==> src/rtl/i2c_master.sv <==
// I2C register-access master: single-byte register write, or register read
// using a repeated START. SCL runs at 4*DIV system clocks per bit slot.
module i2c_master #(
    parameter int DIV = 25
) (
    input  logic       clock,
    input  logic       reset,
    input  logic       go,
    input  logic       rw,
    input  logic [6:0] dev_addr,
    input  logic [7:0] reg_addr,
    input  logic [7:0] wr_data,
    input  logic       SDA,
    output logic       SCL,
    output logic       SDA_out,
    output logic [7:0] rd_data,
    output logic       busy,
    output logic       done,
    output logic       nack
);

    typedef enum logic [2:0] {
        IDLE, START, TX_BYTE, RX_ACK, RESTART, RX_BYTE, TX_NACK, STOP
    } state_t;

    localparam logic [7:0] DIV_LAST = 8'(DIV - 1);

    state_t     state;
    logic [7:0] div_cnt;
    logic [1:0] quarter;
    logic [2:0] bit_cnt;
    logic [1:0] byte_idx;     // 0: address+W, 1: register, 2: data or address+R
    logic [7:0] tx_sr;
    logic [7:0] rx_sr;        // read shadow; copied to rd_data only on success
    logic       ack_bit;
    logic       rw_q;
    logic [6:0] dev_q;
    logic [7:0] reg_q;
    logic [7:0] wd_q;
    logic       sda_meta;
    logic       sda_sync;
    logic [7:0] byte0;
    logic [7:0] byte1;
    logic [7:0] byte2;

    // Bytes the master transmits, in order; the third depends on direction.
    assign byte0 = {dev_q, 1'b0};
    assign byte1 = reg_q;
    assign byte2 = rw_q ? {dev_q, 1'b1} : wd_q;

    // Bus pin levels {SCL, SDA_out} for a given state and quarter.
    // pre selects the SCL-low lead-in slot that precedes a repeated START.
    function automatic logic [1:0] pins(state_t st, logic [1:0] q, logic tx_bit, logic pre);
        logic [1:0] p;
        // NOTE: default arm keeps the function total, so no path infers storage.
        case (st)
            START:                   p = {q != 2'd3, ~q[1]};
            RESTART:                 p = pre ? 2'b01 : {q != 2'd3, ~q[1]};
            TX_BYTE:                 p = {q[1], tx_bit};
            RX_ACK, RX_BYTE, TX_NACK: p = {q[1], 1'b1};
            STOP:                    p = {q[1], q == 2'd3};
            default:                 p = 2'b11;
        endcase
        return p;
    endfunction

    // Two-flop synchronizer on the incoming SDA level.
    always_ff @(posedge clock or posedge reset) begin
        if (reset) begin
            sda_meta <= 1'b1;
            sda_sync <= 1'b1;
        end else begin
            // NOTE: non-blocking (<=) for every flop so all registers update together at the edge.
            sda_meta <= SDA;
            sda_sync <= sda_meta;
        end
    end

    // Transaction FSM: quarter timing, bit/byte sequencing and registered pin drive.
    always_ff @(posedge clock or posedge reset) begin
        if (reset) begin
            state    <= IDLE;
            div_cnt  <= '0;
            quarter  <= '0;
            bit_cnt  <= '0;
            byte_idx <= '0;
            tx_sr    <= '0;
            rx_sr    <= '0;
            ack_bit  <= 1'b0;
            rw_q     <= 1'b0;
            dev_q    <= '0;
            reg_q    <= '0;
            wd_q     <= '0;
            SCL      <= 1'b1;
            SDA_out  <= 1'b1;
            rd_data  <= '0;
            busy     <= 1'b0;
            done     <= 1'b0;
            nack     <= 1'b0;
        end else begin
            done <= 1'b0;
            if (state == IDLE) begin
                // A go coinciding with the done pulse is dropped.
                if (go && !done) begin
                    rw_q     <= rw;
                    dev_q    <= dev_addr;
                    reg_q    <= reg_addr;
                    wd_q     <= wr_data;
                    nack     <= 1'b0;
                    busy     <= 1'b1;
                    byte_idx <= 2'd0;
                    state    <= START;
                end
            end else if (div_cnt != DIV_LAST) begin
                div_cnt <= div_cnt + 8'd1;
            end else begin
                div_cnt <= '0;
                // Last cycle of Q2: SCL has been high for a full quarter.
                if (quarter == 2'd2) begin
                    ack_bit <= sda_sync;
                    if (state == RX_BYTE)
                        rx_sr <= {rx_sr[6:0], sda_sync};
                end
                if (quarter != 2'd3) begin
                    quarter <= quarter + 2'd1;
                    {SCL, SDA_out} <= pins(state, quarter + 2'd1, tx_sr[7], bit_cnt == 3'd0);
                end else begin
                    quarter <= 2'd0;
                    case (state)
                        START: begin
                            tx_sr          <= byte0;
                            state          <= TX_BYTE;
                            {SCL, SDA_out} <= pins(TX_BYTE, 2'd0, byte0[7], 1'b0);
                        end
                        TX_BYTE: begin
                            if (bit_cnt == 3'd7) begin
                                bit_cnt        <= 3'd0;
                                state          <= RX_ACK;
                                {SCL, SDA_out} <= 2'b01;
                            end else begin
                                bit_cnt        <= bit_cnt + 3'd1;
                                tx_sr          <= {tx_sr[6:0], 1'b0};
                                {SCL, SDA_out} <= pins(TX_BYTE, 2'd0, tx_sr[6], 1'b0);
                            end
                        end
                        RX_ACK: begin
                            if (ack_bit) begin
                                nack           <= 1'b1;
                                state          <= STOP;
                                {SCL, SDA_out} <= 2'b00;
                            end else begin
                                case (byte_idx)
                                    2'd0: begin
                                        byte_idx       <= 2'd1;
                                        tx_sr          <= byte1;
                                        state          <= TX_BYTE;
                                        {SCL, SDA_out} <= pins(TX_BYTE, 2'd0, byte1[7], 1'b0);
                                    end
                                    2'd1: begin
                                        if (rw_q) begin
                                            state          <= RESTART;
                                            {SCL, SDA_out} <= 2'b01;
                                        end else begin
                                            byte_idx       <= 2'd2;
                                            tx_sr          <= byte2;
                                            state          <= TX_BYTE;
                                            {SCL, SDA_out} <= pins(TX_BYTE, 2'd0, byte2[7], 1'b0);
                                        end
                                    end
                                    default: begin
                                        state          <= rw_q ? RX_BYTE : STOP;
                                        {SCL, SDA_out} <= rw_q ? 2'b01 : 2'b00;
                                    end
                                endcase
                            end
                        end
                        RESTART: begin
                            if (bit_cnt == 3'd0) begin
                                bit_cnt        <= 3'd1;
                                {SCL, SDA_out} <= pins(RESTART, 2'd0, 1'b1, 1'b0);
                            end else begin
                                bit_cnt        <= 3'd0;
                                byte_idx       <= 2'd2;
                                tx_sr          <= byte2;
                                state          <= TX_BYTE;
                                {SCL, SDA_out} <= pins(TX_BYTE, 2'd0, byte2[7], 1'b0);
                            end
                        end
                        RX_BYTE: begin
                            if (bit_cnt == 3'd7) begin
                                bit_cnt <= 3'd0;
                                state   <= TX_NACK;
                            end else begin
                                bit_cnt <= bit_cnt + 3'd1;
                            end
                            {SCL, SDA_out} <= 2'b01;
                        end
                        TX_NACK: begin
                            state          <= STOP;
                            {SCL, SDA_out} <= 2'b00;
                        end
                        STOP: begin
                            state          <= IDLE;
                            busy           <= 1'b0;
                            done           <= 1'b1;
                            {SCL, SDA_out} <= 2'b11;
                            if (rw_q && !nack)
                                rd_data <= rx_sr;
                        end
                        default: begin
                            state          <= IDLE;
                            {SCL, SDA_out} <= 2'b11;
                        end
                    endcase
                end
            end
        end
    end

endmodule

==> config.mk <==
export PLATFORM = sky130hd
export DESIGN_NAME = i2c_master
export DESIGN_NICKNAME = d
export VERILOG_FILES = /design/src/rtl/i2c_master.sv
export SDC_FILE = /design/constraint.sdc
export NUM_CORES = 1
export LEC_CHECK = 0
export ABC_AREA = 1
export BUFFER_PORTS_ARGS = -buffer_cell sky130_fd_sc_hd__buf_4
export CAP_MARGIN = 30
export CORE_MARGIN = 2
export CORE_UTILIZATION = 59
export DETAILED_ROUTE_END_ITERATION = 7
export PLACE_DENSITY = 0.89
export SETUP_SLACK_MARGIN = 0.2
export SKIP_CTS_REPAIR_TIMING = 1
export SLEW_MARGIN = 40
export SYNTH_ARGS = -nofsm -noshare
export SYNTH_HDL_FRONTEND = slang
export SYNTH_SLANG_ARGS = --single-unit
==> constraint.sdc <==
create_clock -name clock -period 2.45 [get_ports clock]
set_clock_uncertainty 0.05 [all_clocks]
set_input_delay 0.245 -clock clock [delete_from_list [all_inputs] [get_ports clock]]
set_output_delay 0.245 -clock clock [all_outputs]
set_load 0.05 [all_outputs]
# Yosys cells after proc, flatten, opt, wreduce, memory -nomap -nowiden
# Index checks and enable logic that the tools add are counted.
[word_totals]
ff_bits = 74
inputBits = 28
out_inout_bits = 13
wordCells = 143
[op_classes]
add_sub_neg = 3
eq_ne = 28
muxes = 61
bitwise_logic = 4
n_reduce_logical = 27
[ops]
columns = ["cell", "count"]
rows = [
  ["$mux W8", 6],
  ["$pmux W8 S4", 1],
  ["$mux W3", 10],
  ["$mux W1", 24],
  ["$mux W2", 10],
  ["$pmux W3 S6", 1],
  ["$pmux W8 S2", 1],
  ["$eq A3 B3 Y1 const B", 5],
  ["$ne A2 B2 Y1 const B", 7],
  ["$ne A3 B3 Y1 const B", 4],
  ["$pmux W3 S2", 2],
  ["$reduce_and A4 Y1", 3],
  ["$pmux W2 S5", 1],
  ["$reduce_and A5 Y1", 2],
  ["$reduce_and A9 Y1", 1],
  ["$add A8 B1 Y8 const B", 1],
  ["$ne A8 B5 Y1 const B", 1],
  ["$pmux W2 S2", 2],
  ["$reduce_and A8 Y1", 1],
  ["$reduce_bool A2 Y1", 4],
  ["$eq A3 B2 Y1 const B", 2],
  ["$logic_not A3 Y1", 2],
  ["$ne A3 B2 Y1 const B", 2],
  ["$reduce_and A6 Y1", 1],
  ["22 further kinds", 29],
]

# Depth between registers and ports, before layout
[logic_depth]
depth_word = 7
mapped_depth = 10
mapped_depth_nobuf = 10

# Least setup slack after synthesis
# No wires, ideal clock.
[synth_timing]
path_type = "register -> register"
start = "reg div_cnt[0]"
end = "reg rd_data[0]"
setup_ns = 0.119
t_arrival_ns = 1.373
t_required_ns = 2.281
setup_slack_ns = 0.908
path_stages_with_launch = 10
n_path_buf = 0
synth_period_minus_slack_ns = 1.542
path_cell_list = "dfrtp_1 inv_1 ha_1 nand2_1 nor2_2 nand3_2 nor2_4 nand2_2 nand2_1 nand2_1"
[synth_via]
elab_chain_len = 3
[synth_rtl]
columns = ["element", "line_no", "text"]
rows = [
  ["from (decl)", "29", "logic [7:0] div_cnt;"],
  ["from (signal assigned)", "115", "div_cnt <= div_cnt + 8'd1;"],
  ["$ne A8 B5 Y1", "114", "end else if (div_cnt != DIV_LAST) begin"],
  ["$not A1 Y1 (no line)", "n/a", ""],
  ["$reduce_and A5 Y1 (no line)", "n/a", ""],
  ["to (signal assigned)", "208", "rd_data <= rx_sr;"],
  ["to (decl)", "16", "output logic [7:0] rd_data,"],
]
# Every way passes these cells.
# A chain may end at the register's enable or synchronous reset.

# Worst setup path in the final report
[layout_timing]
start = "reg state[1]"
end = "reg tx_sr[0]"
[layout_via]
elab_chain_len = 3
word_cells_on_any_way = 14
[layout_rtl]
columns = ["element", "line_no", "text"]
rows = [
  ["from (decl)", "28", "state_t state;"],
  ["from (signal assigned)", "171", "state <= rw_q ? RX_BYTE : STOP;"],
  ["$eq A3 B2 Y1 (tied with other cells)", "129", "case (state)"],
  ["$ne A3 B2 Y1 (no line) (tied with other cells)", "n/a", ""],
  ["$reduce_and A9 Y1 (no line)", "n/a", ""],
  ["to (signal assigned)", "131", "tx_sr <= byte0;"],
  ["to (signal assigned)", "142", "tx_sr <= {tx_sr[6:0], 1'b0};"],
  ["to (signal assigned)", "155", "tx_sr <= byte1;"],
  ["to (decl)", "33", "logic [7:0] tx_sr;"],
]
# Several ways; a longest one is shown, not always the timed one.

==> results.md <==
* Outcome: completed
* DRC violations left at 0
* Maxcap violations at 0
* Dpl cells at 622
* Peak VDD IR at 878 uV
* Dpl cell area at 4310 sq um
* Layout cells sized above 1 at 17.2%
* Period minus WS final at 1.97 ns
* Worst setup SP type: flip-flop
* Slack of the critical path at 0.484 ns
* Setup crit end kind: flip-flop
* Die height at 85.8 um
* DR iter-0 viols at 203
* DR vias/cell at roughly 5.3
* Hold Crit Class: primary input to flip-flop
* Critical path peak fanout at 18
* Pre-antenna DRT Iters at 5
* Routability Congestion at 0.900
* TritonCTS Buffers at 9
* First-pass GRT wire length at 15100 um
* Crit-path cells: nor2_8 > nand2_4 > inv_2 > nand2_1 > nand2_1 > nor2_4 > nand2_4 > nand2_1 > nand2_1
* Synth Instances at 513
* CTS tree: done
* HP Start: wr_data[2]
* Unrepaired setup endpoints after global routing: no
* DPL Wire Length at between 6000 and 7000 um
* Worst path arrival time at about 2.2 ns
* Synth warn at 0
* Slew Limit Fails at 0
* Clk slew on worst S/H paths at about 0.080 ns
* Synthesized Nets at approximately 550
* Worst EP required at about 2.6 ns
* Routed WL per cell at 13.6 um
* Cell area after layout at 4550 sq um
* Fin crit share at 80.2%
* Vias at 3415
* Total die area at 7360 sq um
* Largest net degree at the start of global routing at 37
* Syn Area/Cell at between 7 and 8 sq um
* Io pins at 41
* Worst reg2reg startpoint: state[1]
* Sequential share of the synthesized area at 47.0%
* Mapped cell area at ~4000 sq um
* Total global-route track usage at 26.1%
* Worst setup path class: flip-flop to flip-flop
* Flops & latches, synth at 74
* Max frequency at 509 MHz
* Initial Util at around three fifths
* Site row count at 29
* Antenna violations before repair at 0
* Die Width at 85.8 um
* Worst slack at placement at between 0.5 and 0.6 ns
* Worst skew pair latency at 0.35 ns
* ANT nets after route at 0
* Vias in the first global route at 3236
* Final nets at 594
* Final Non-Filler Cells at between 600 and 700
* Final hold slack at roughly 0.034 ns
* Most used cell, CP: nand2_1
* N_diodes at 0
* Slew margin rel. at 59.3%
* Static leakage at around 2.4 nW
* H-Tree Depth at 3
* Clock sink total at 74
* CP Buf/Inv Count at 1
* Core area at 6420 sq um
* Total power at 5.04 mW
* Slowest-stage cell, CP: dfrtp_1
* Setup_tns at 0 ns
* Buffers on Ports at 40
* Hold Violations, Final at 0
* CTS root buf: clkbuf_8
* Worst path top cell family by delay: simple AND/OR/NAND/NOR gates
* Area Growth Syn to Fin at 15.3%
* Slew of the pin with the lowest slew margin at 0.610 ns
* Max clock buf depth at 2
* Endpoints failing setup at 0
* Core Util, Final at 70.9%
* Post-synth cell types at 35
* Total wire length at 8680 um
* Power per cell area at around 1100 nW/um^2
* Grt total ovfl at 0
* Worst Setup SP: state[1]
* Max incr delay on CP at 0.62 ns
[cell families (layout without fill, tap and decap cells)]
kind of cell    after synthesis  after routing  synth area share, %
fa+ha+maj                     8              8                 2.54
flops                        74             74                 47.0
xor+xnor                      3              3                0.666
buf+inv                      62            112                 7.00
simple gates                318            318                 36.3
compound gates               48             48                 6.47
[cell usage in the layout (no fill, tap or decap), types with 4 or more instances in the layout]
cell type  instances
nand3_1           55
inv_1             43
nand2_1          182
nor2_4             5
a21oi_1            8
inv_2              6
buf_4             42
ha_1               8
nand2_2            4
nand4_1            4
dfstp_2            4
clkbuf_8           9
dfrtp_1           70
o21ai_0           30
nor2_1            51
[power breakdown]
part,switching [mW],internal (mW),total (mW)
Sequential,0.330,1.56,1.89
Combinational,1.40,0.712,2.11
Clock,0.456,0.577,1.03
Total,2.19,2.85,5.04
[path summary, 6_finish.rpt]
kind	to	cells past startpoint	slack (ns)
setup / recovery	tx_sr[0]	9	0.48
hold / removal	wd_q[2]	3	0.03
setup reg to reg	tx_sr[0]	9	0.48
hold reg to reg	sda_sync	0	0.31
max in group asynchronous	SCL	4	1.20
min in group asynchronous	busy	3	0.48
[layout make-up]
cell class | instances | area, sq um
Inverter | 50 | 190
Sequential cell | 74 | 1860
Fill cell | 497 | 1870
Clock buffer | 10 | 128
Timing Repair Buffer | 46 | 375
Tap cell | 77 | 96.3
Clock inverter | 6 | 90.1
Multi-Input combinational cell | 377 | 1810
[flip-flops by register name, indices dropped and copies added (netlist names), 2 cells and up]
name	cells
byte_idx	2
rx_sr	8
state	3
tx_sr	8
dev_q	7
div_cnt	8
quarter	2
byte1	8
wd_q	8
rd_data	8
bit_cnt	3
[synthesized netlist by cell type, drive strengths merged]
library cell  count  area share, %
nand3            58            7.7
nor3              3            1.1
inv              50            4.8
o21a              1           0.19
dfstp             4            2.7
xnor2             1           0.22
nand4             5           0.95
o211ai            1           0.19
nand2           189             19
a31o              1           0.22
a31oi             1           0.16
or2               3           0.48
dfrtp            70             44
o22ai             2           0.32
clkbuf            2           0.19
o21bai            1           0.19
buf              10            2.0
ha                8            2.5
a21oi             8            1.0
nor2             60            7.3
xor2              2           0.44
o21ai            33            4.2
[worst reg2reg max path: stages (launching register included)]
cell and delay (ns):
dfrtp_1 0.62, nor2_8 0.08, nand2_4 0.19, inv_2 0.09
nand2_1 0.22, nand2_1 0.14, nor2_4 0.24, nand2_4 0.11
nand2_1 0.07, nand2_1 0.05
[per-layer routing]
layer	part of all wire [%]	vias up	track usage (%)	routed length (um)
met4	1.7	0	11.3	144
met3	6.6	13	5.49	569
li1	-	1723	-	-
met2	45	123	37.3	3880
met1	47	1556	38.8	4090
met5	0	-	0	0
No activity file was read; power rests on OpenSTA's default activity.
